<file path="src/rtl/pattern_queue.sv">
// Circular pattern-word queue with a launch/done handshake toward a downstream serializer.
// Optional replay mode: define PATTERN_QUEUE_LOOP_EN to add i_loop (launched words recirculate to the tail).
module pattern_queue #(
  parameter int DATA_BIT = 16,
  parameter int DEPTH    = 4
) (
  input  logic                       clk,
  input  logic                       rst_n,
  input  logic                       i_wr,
  input  logic [DATA_BIT-1:0]        i_wdata,
  input  logic                       i_enable,
  input  logic                       i_flush,
  input  logic                       i_done_tick,
`ifdef PATTERN_QUEUE_LOOP_EN
  input  logic                       i_loop,
`endif
  output logic                       o_start,
  output logic [DATA_BIT-1:0]        o_data,
  output logic                       o_busy,
  output logic                       o_full,
  output logic                       o_empty,
  output logic [$clog2(DEPTH):0]     o_count
);

  localparam int AW = $clog2(DEPTH);
  localparam int CW = AW + 1;

  typedef enum logic {IDLE, WAIT_DONE} state_t;

  state_t                state_q, state_d;
  logic [DATA_BIT-1:0]   mem_q [DEPTH];
  logic [AW-1:0]         wptr_q, rptr_q;
  logic [CW-1:0]         count_q, count_d;
  logic                  start_q, busy_q;
  logic [DATA_BIT-1:0]   data_q;
  logic                  loop, full, empty, pop, wr_acc, recirc, push;

`ifdef PATTERN_QUEUE_LOOP_EN
  assign loop = i_loop;
`else
  assign loop = 1'b0;
`endif

  assign full  = (count_q == CW'(DEPTH));
  assign empty = (count_q == '0);

  // Launch only from IDLE, so a done tick always costs one idle cycle before the next launch.
  always_comb begin
    state_d = state_q;
    pop     = 1'b0;
    case (state_q)
      IDLE: begin
        if (i_enable && !empty && !i_flush) begin
          pop     = 1'b1;
          state_d = WAIT_DONE;
        end
      end
      WAIT_DONE: begin
        if (i_done_tick) state_d = IDLE;
      end
      default: state_d = IDLE;
    endcase
  end

  // Full is judged on the pre-edge count; a same-cycle pop never rescues a write to a full queue.
  assign wr_acc = i_wr && !full && !i_flush && !loop;
  assign recirc = pop && loop;
  assign push   = wr_acc || recirc;

  always_comb begin
    count_d = count_q;
    if (i_flush) count_d = '0;
    else         count_d = count_q + CW'(push) - CW'(pop);
  end

  always_ff @(posedge clk) begin
    if (push) mem_q[wptr_q] <= recirc ? mem_q[rptr_q] : i_wdata;
  end

  always_ff @(posedge clk or negedge rst_n) begin
    if (!rst_n) begin
      state_q <= IDLE;
      wptr_q  <= '0;
      rptr_q  <= '0;
      count_q <= '0;
      start_q <= 1'b0;
      busy_q  <= 1'b0;
      data_q  <= '0;
    end else begin
      state_q <= state_d;
      count_q <= count_d;
      start_q <= pop;
      busy_q  <= (state_d == WAIT_DONE);
      if (pop) data_q <= mem_q[rptr_q];
      if (i_flush) begin
        wptr_q <= '0;
        rptr_q <= '0;
      end else begin
        wptr_q <= wptr_q + AW'(push);
        rptr_q <= rptr_q + AW'(pop);
      end
    end
  end

  assign o_start = start_q;
  assign o_data  = data_q;
  assign o_busy  = busy_q;
  assign o_full  = full;
  assign o_empty = empty;
  assign o_count = count_q;

endmodule

</file>
<file path="config.mk">
export PLATFORM = sky130hd
export DESIGN_NAME = pattern_queue
export DESIGN_NICKNAME = d
export VERILOG_FILES = /design/src/rtl/pattern_queue.sv
export SDC_FILE = /design/constraint.sdc
export NUM_CORES = 1
export LEC_CHECK = 0
export BUFFER_PORTS_ARGS = -buffer_cell sky130_fd_sc_hd__buf_2
export CAP_MARGIN = 10
export CORE_ASPECT_RATIO = 0.7
export CORE_UTILIZATION = 56
export DETAILED_ROUTE_END_ITERATION = 8
export PLACE_DENSITY = 0.78
export SLEW_MARGIN = 30
export SYNTH_ARGS = -nofsm -noshare
export SYNTH_HDL_FRONTEND = slang
export SYNTH_SLANG_ARGS = --single-unit
</file>
<file path="constraint.sdc">
create_clock -name clk -period 3.3 [get_ports clk]
set_input_delay 0.66 -clock clk [delete_from_list [all_inputs] [get_ports clk]]
set_output_delay 0.66 -clock clk [all_outputs]
set_load 0.02 [all_outputs]
</file>
Word level (Yosys, flattened, before mapping) --
Memories as Yosys holds them, arrays and structs flattened. A register that Yosys moved wholly into a read port is not among the register bits. Cells that the tools add are included. Widths: inputs -> output; s select.
Word-level totals: register bits after elaboration 9, memory bits (writable) 64, output and inout port bits 23, memories 1
Operators by class: add/subtract/negate cells 4, eq/ne operators 1, mux-type cells 9, bitwise logic cells 1, reduce and logical (&&, ||, !) cells 9
Memories:
- mem_q | depth 4, bits a word 16, rd ports 1, clocked after Yosys merged registers in 1, wr ports 1, line 31 | logic [DATA_BIT-1:0] mem_q [DEPTH];
Operators by type and width (count):
- $mux 1 | 5
- $add 2x1->2 | 2
- $logic_and 1x1->1 | 4
- $logic_not 1->1 | 4
- $mux 2 | 2
- $add 3x1->3 | 1
- $eq 3x3->1 const B | 1
- $logic_not 3->1 | 1
- $mux 3 | 1
- $sub 3x1->3 | 1
- $pmux 1 s2 | 1
- $not 1->1 | 1

Depth between registers and ports, before layout --
word-level depth 8, depth in mapped cells 13, depth with buffers taken out 11

Least setup slack after synthesis --
Ideal clock, no wire load.
kind flip-flop to flip-flop, start point register count_q[1] (netlist: o_count[1]), end point memory mem_q[1][0] (enable), library setup time 0.413 ns, data arrival time 2.590 ns, required time 2.887 ns, path slack 0.297 ns, cell stages (with the launch flop) 5, clock period less this slack 3.003 ns, cells stage by stage dfrtp_1 nor3b_1 or3b_2 clkbuf_1 nor3b_1
Between the ends: word-level cells in the longest chain between the ends 6
RTL lines:
- start, declared | line 33 | logic [CW-1:0] count_q, count_d;
- start signal, assigned | line 91 | count_q <= count_d;
- $eq 3x3->1 | line 44 | assign full = (count_q == CW'(DEPTH));
- via o_full | line 20 | output logic o_full,
- $logic_not 1->1 | line 66 | assign wr_acc = i_wr && !full && !i_flush && !loop;
- $logic_and 1x1->1 (2 in a row) | line 66
- $mux 1 (2 in a row) | line 77 | if (push) mem_q[wptr_q] <= recirc ? mem_q[rptr_q] : i_wdata;
- end, declared | line 31
The timed path passes the listed nets, and every way through them passes these cells.

Final worst setup path --
start point register count_q[1] (netlist: o_count[1]), end point register count_q[2] (netlist: o_count[2])
Between the ends: word-level cells in the longest chain between the ends 8
RTL lines:
- $logic_not 3->1 | line 45 | assign empty = (count_q == '0);
- $logic_not 1->1 | line 53 | if (i_enable && !empty && !i_flush) begin
- $logic_and 1x1->1 (2 in a row) | line 53
- $mux 1 | line 53
- $mux 1 | line 51 | case (state_q)
- via pop | line 36 | logic loop, full, empty, pop, wr_acc, recirc, push;
- $sub 3x1->3 | line 73 | else count_d = count_q + CW'(push) - CW'(pop);
- $mux 3 | line 72 | if (i_flush) count_d = '0;
- via count_d[2] | line 33
The timed path passes the listed nets, and every way through them passes these cells.

==> metrics.txt <==
# TYPE chip_impl_metric gauge
chip_impl_metric{name="critPathRequiredTime",unit="ns"} 3.56
chip_impl_metric{name="globalRouteTotalUtil",unit="%"} 19.42
chip_impl_info{name="hold_path_class",value="input pin to async pin"} 1
chip_impl_metric{name="leakage",unit="nW"} 1.529
chip_impl_metric{name="area_growth",unit="%"} 15.92
chip_impl_info{name="worstSetupEndpointType",value="register"} 1
chip_impl_info{name="timing.critical_path.slowest_stage_cell",value="sky130_fd_sc_hd__or4b_1"} 1
chip_impl_metric{name="insertion_delay",unit="ns"} 0.34
chip_impl_metric{name="min_clock_period_post_route",unit="ns"} 2.596
chip_impl_metric{name="via_count_of_the_first_global_routing_pass",unit=""} 1693
chip_impl_metric{name="synth.yosys.warnings",unit=""} 0
chip_impl_metric{name="final_max_slew_viol_count",unit=""} 0
chip_impl_metric{name="die_width",unit="um"} 95.06
chip_impl_info{name="timing.critical_path.mode_cell",value="sky130_fd_sc_hd__inv_1"} 1
chip_impl_metric{name="crit_path_max_incr_delay",unit="ns"} 0.50
chip_impl_metric{name="drc",unit=""} 0
chip_impl_info{name="timing.setup.critical_path_class",value="register to register"} 1
chip_impl_metric{name="yosys_cell_types",unit=""} 23
chip_impl_info{name="synth_most_common_cell",value="sky130_fd_sc_hd__edfxtp_1"} 1
chip_impl_metric{name="synth.avg_cell_area",unit="sq um"} 21.35
chip_impl_info{name="clock_tree_from_tritoncts",value="done"} 1
chip_impl_metric{name="nets",unit=""} 240
chip_impl_metric{name="skew",unit="ns"} 0.007444
chip_impl_metric{name="grt_first_pass_wirelength",unit="um"} 8452
chip_impl_metric{name="max_slew.worst_pin.slew",unit="ns"} 0.7846
chip_impl_metric{name="drt_pass1_iterations",unit=""} 4
chip_impl_metric{name="pin_count",unit=""} 45
chip_impl_metric{name="placed_standard_cell_area",unit="sq um"} 3715
chip_impl_metric{name="post_drt_via_cell_ratio",unit=""} 5.539
chip_impl_metric{name="mappedNetlistArea",unit="sq um"} 3395
chip_impl_metric{name="cts_hold_buffers",unit=""} 0
chip_impl_info{name="outcome",value="finished, final reports clean"} 1
chip_impl_info{name="cts_root_buf",value="sky130_fd_sc_hd__clkbuf_8"} 1
chip_impl_info{name="synth_flop_cell",value="sky130_fd_sc_hd__edfxtp_1"} 1
chip_impl_metric{name="drive_gt1_share",unit="%"} 46.33
chip_impl_metric{name="initialDrtViolationCount",unit=""} 73
chip_impl_info{name="cell_taking_the_most_area_after_synthesis",value="sky130_fd_sc_hd__edfxtp_1"} 1
chip_impl_metric{name="worst-endpoint-arrival",unit="ns"} 2.85
chip_impl_metric{name="clk_pin_slew_worst_paths",unit="ns"} 0.08
chip_impl_metric{name="cts_inserted_buffers",unit=""} 9
chip_impl_info{name="synth_commonest_cells",value="sky130_fd_sc_hd__edfxtp_1 (64), sky130_fd_sc_hd__dfrtp_1 (25), sky130_fd_sc_hd__mux4_2 (16), sky130_fd_sc_hd__mux2_2 (8), sky130_fd_sc_hd__mux2_4 (8)"} 1
chip_impl_metric{name="clock_tree.buffer_depth",unit=""} 2
chip_impl_metric{name="drt.antenna.violating_nets",unit=""} 0
chip_impl_metric{name="timing.critical_path.fanout_max",unit=""} 5
chip_impl_metric{name="drv_cap",unit=""} 0
chip_impl_metric{name="ant_cells",unit=""} 0
chip_impl_metric{name="max_freq",unit="GHz"} 0.3852
chip_impl_info{name="cp-start-kind",value="register"} 1
chip_impl_metric{name="placement_row_count",unit=""} 23
chip_impl_metric{name="postRouteWirelength",unit="um"} 5518
chip_impl_metric{name="count_of_state_elements_after_synthesis",unit=""} 89
chip_impl_metric{name="chipHeight",unit="um"} 67.14
chip_impl_metric{name="synth-edff-count",unit=""} 64
chip_impl_metric{name="avg_wl_per_cell",unit="um"} 18.83
chip_impl_metric{name="proportion_of_synthesized_chip_area_in_sequential_cells",unit="%"} 75.05
chip_impl_metric{name="synthCells",unit=""} 159
chip_impl_metric{name="peakVddDrop",unit="mV"} 0.3424
chip_impl_metric{name="start_util",unit="%"} 58.68
chip_impl_metric{name="synth.top_cell.area_share",unit="%"} 56.62
chip_impl_metric{name="clkSinkCount",unit=""} 89
chip_impl_info{name="critical_path.reg2reg.startpoint",value="o_count[1]"} 1
chip_impl_metric{name="timing.final.hold_violations",unit=""} 0
chip_impl_metric{name="placeableCoreArea",unit="sq um"} 5784
chip_impl_metric{name="antenna_found_initial",unit=""} 0
chip_impl_metric{name="die-area",unit="sq um"} 6382
chip_impl_info{name="setup_repair_after_global_routing_missed_its_margin",value="no"} 1
chip_impl_metric{name="setup-violations-final",unit=""} 0
chip_impl_metric{name="post_cts.repair.setup_buffers",unit=""} 0
chip_impl_metric{name="setup_total_negative_slack",unit="ns"} 0
chip_impl_metric{name="overflow",unit=""} 0
chip_impl_metric{name="min_period_over_period",unit="%"} 78.67
chip_impl_info{name="synth_top_cells_by_area",value="sky130_fd_sc_hd__edfxtp_1 (57%), sky130_fd_sc_hd__dfrtp_1 (18%), sky130_fd_sc_hd__mux4_2 (11%)"} 1
chip_impl_metric{name="via_count",unit=""} 1623
chip_impl_metric{name="dp_hpwl",unit="um"} 3591
chip_impl_metric{name="post_synthesis_net_count",unit=""} 186
chip_impl_metric{name="slew_headroom",unit="%"} 47.69
chip_impl_info{name="cell_chain_of_the_critical_path",value="nor3_1 -> or4b_1 -> inv_1 -> ha_1 -> inv_1 -> ha_1 -> inv_1 -> fa_1 -> xor2_1 -> and2_1 -> nor3_1"} 1
chip_impl_metric{name="gp_routability_congestion",unit=""} 0.6917
chip_impl_metric{name="port_buffers",unit=""} 44
chip_impl_metric{name="grt_max_degree",unit=""} 26
chip_impl_metric{name="p_per_area",unit="nW/um^2"} 771.4
chip_impl_metric{name="htree_levels",unit=""} 3
chip_impl_metric{name="post_cts_resized",unit=""} 0
chip_impl_metric{name="synth-async-reset-ratio",unit="%"} 28.09
chip_impl_metric{name="postLayoutCellArea",unit="sq um"} 3935
chip_impl_info{name="cp-startpoint",value="o_count[1]"} 1
-- placed cells by master, fill, tap and decap left out, types with 2 or more instances in the layout --
cell                          n
sky130_fd_sc_hd__nor3_1       2
sky130_fd_sc_hd__nor3b_2      2
sky130_fd_sc_hd__mux2_2       8
sky130_fd_sc_hd__dfrtp_1     25
sky130_fd_sc_hd__buf_2       44
sky130_fd_sc_hd__mux4_2      16
sky130_fd_sc_hd__clkbuf_8     9
sky130_fd_sc_hd__nor2b_1      3
sky130_fd_sc_hd__mux2_4       8
sky130_fd_sc_hd__inv_1        5
sky130_fd_sc_hd__ha_1         4
sky130_fd_sc_hd__nor2_1       4
sky130_fd_sc_hd__edfxtp_1    64
sky130_fd_sc_hd__clkinvlp_4   2
sky130_fd_sc_hd__xnor2_1      2
sky130_fd_sc_hd__buf_4        6
sky130_fd_sc_hd__bufinv_16    2
sky130_fd_sc_hd__clkinv_4     2
-- path summary, 6_finish.rpt --
check	slack [ns]	end	cells past startpoint
max in group asynchronous	2.60	rptr_q[1]	1
hold / removal	0.31	o_start	1
setup reg to reg	0.70	o_count[2]	11
setup / recovery	0.70	o_count[2]	11
hold reg to reg	0.50	o_data[14]	1
min in group clk	0.48	o_busy	2
-- sequential cells by signal, summed over array words and instances, names as in the netlist --
register,cells
mem_q,64
o_busy,1
o_count,3
o_data,16
o_start,1
rptr_q,2
wptr_q,2
-- power by group --
group	internal (mW)	switching (mW)	leakage, nW
clock network	0.429	0.361	0.103
logic	0.364	0.421	0.533
registers	1.37	0.0937	0.893
-- cell families after synthesis --
| logic type | synth area share [%] |
|---|---|
| adders and majority gates | 2.064 |
| and+or+nand+nor | 3.023 |
| xor gates and xnor gates | 0.7742 |
| buffers and inverters | 2.138 |
| muxes | 16.81 |
| DFF | 75.05 |
| AOI/OAI and AO/OA | 0.1473 |
-- final cells by class --
cell class | count | area (sq um)
inverter | 5 | 18.77
sequential | 89 | 2547
fill | 383 | 1849
timing repair buffer | 50 | 265.3
tap | 75 | 93.84
multi-input combinational | 58 | 789.5
clock buffer | 10 | 127.6
clock inverter | 6 | 92.59
-- critical path: cells and delay by family, from the launching register on --
family	cells	cell delay, ns
XOR/XNOR	1	0.16
adder cells (fa/ha/maj)	3	0.74
buffers and inverters	3	0.24
flip-flops	1	0.46
AND/OR/NAND/NOR	4	0.91
-- routing by layer --
metal / wire length [um] / vias to the layer above / GRT usage, % / share of wire [%]
met5: 0 / - / 0 / 0
li1: - / 727 / - / -
met2: 2936 / 40 / 33.36 / 53
met4: 53 / 0 / 5.871 / 0.96
met3: 216 / 6 / 7.207 / 3.9
met1: 2311 / 850 / 23.25 / 42
-- stage by stage --
step | hold slack [ns] | util [%] | std cells | total power [mW] | setup WS (ns)
floorplan | 0.3644 | - | 159 | 2.030 | 0.2975
global placement | 0.4834 | 64.22 | 277 | 2.237 | 0.5529
detailed placement | 0.4900 | 64.22 | 277 | 2.284 | 0.4107
CTS | 0.3139 | 68.03 | 293 | 3.068 | 0.7089
global route | 0.3330 | 68.03 | 293 | 3.176 | 0.5593
finish | 0.3092 | 68.03 | 293 | 3.035 | 0.7038
Note: power is estimated with default switching activity, not from simulation.
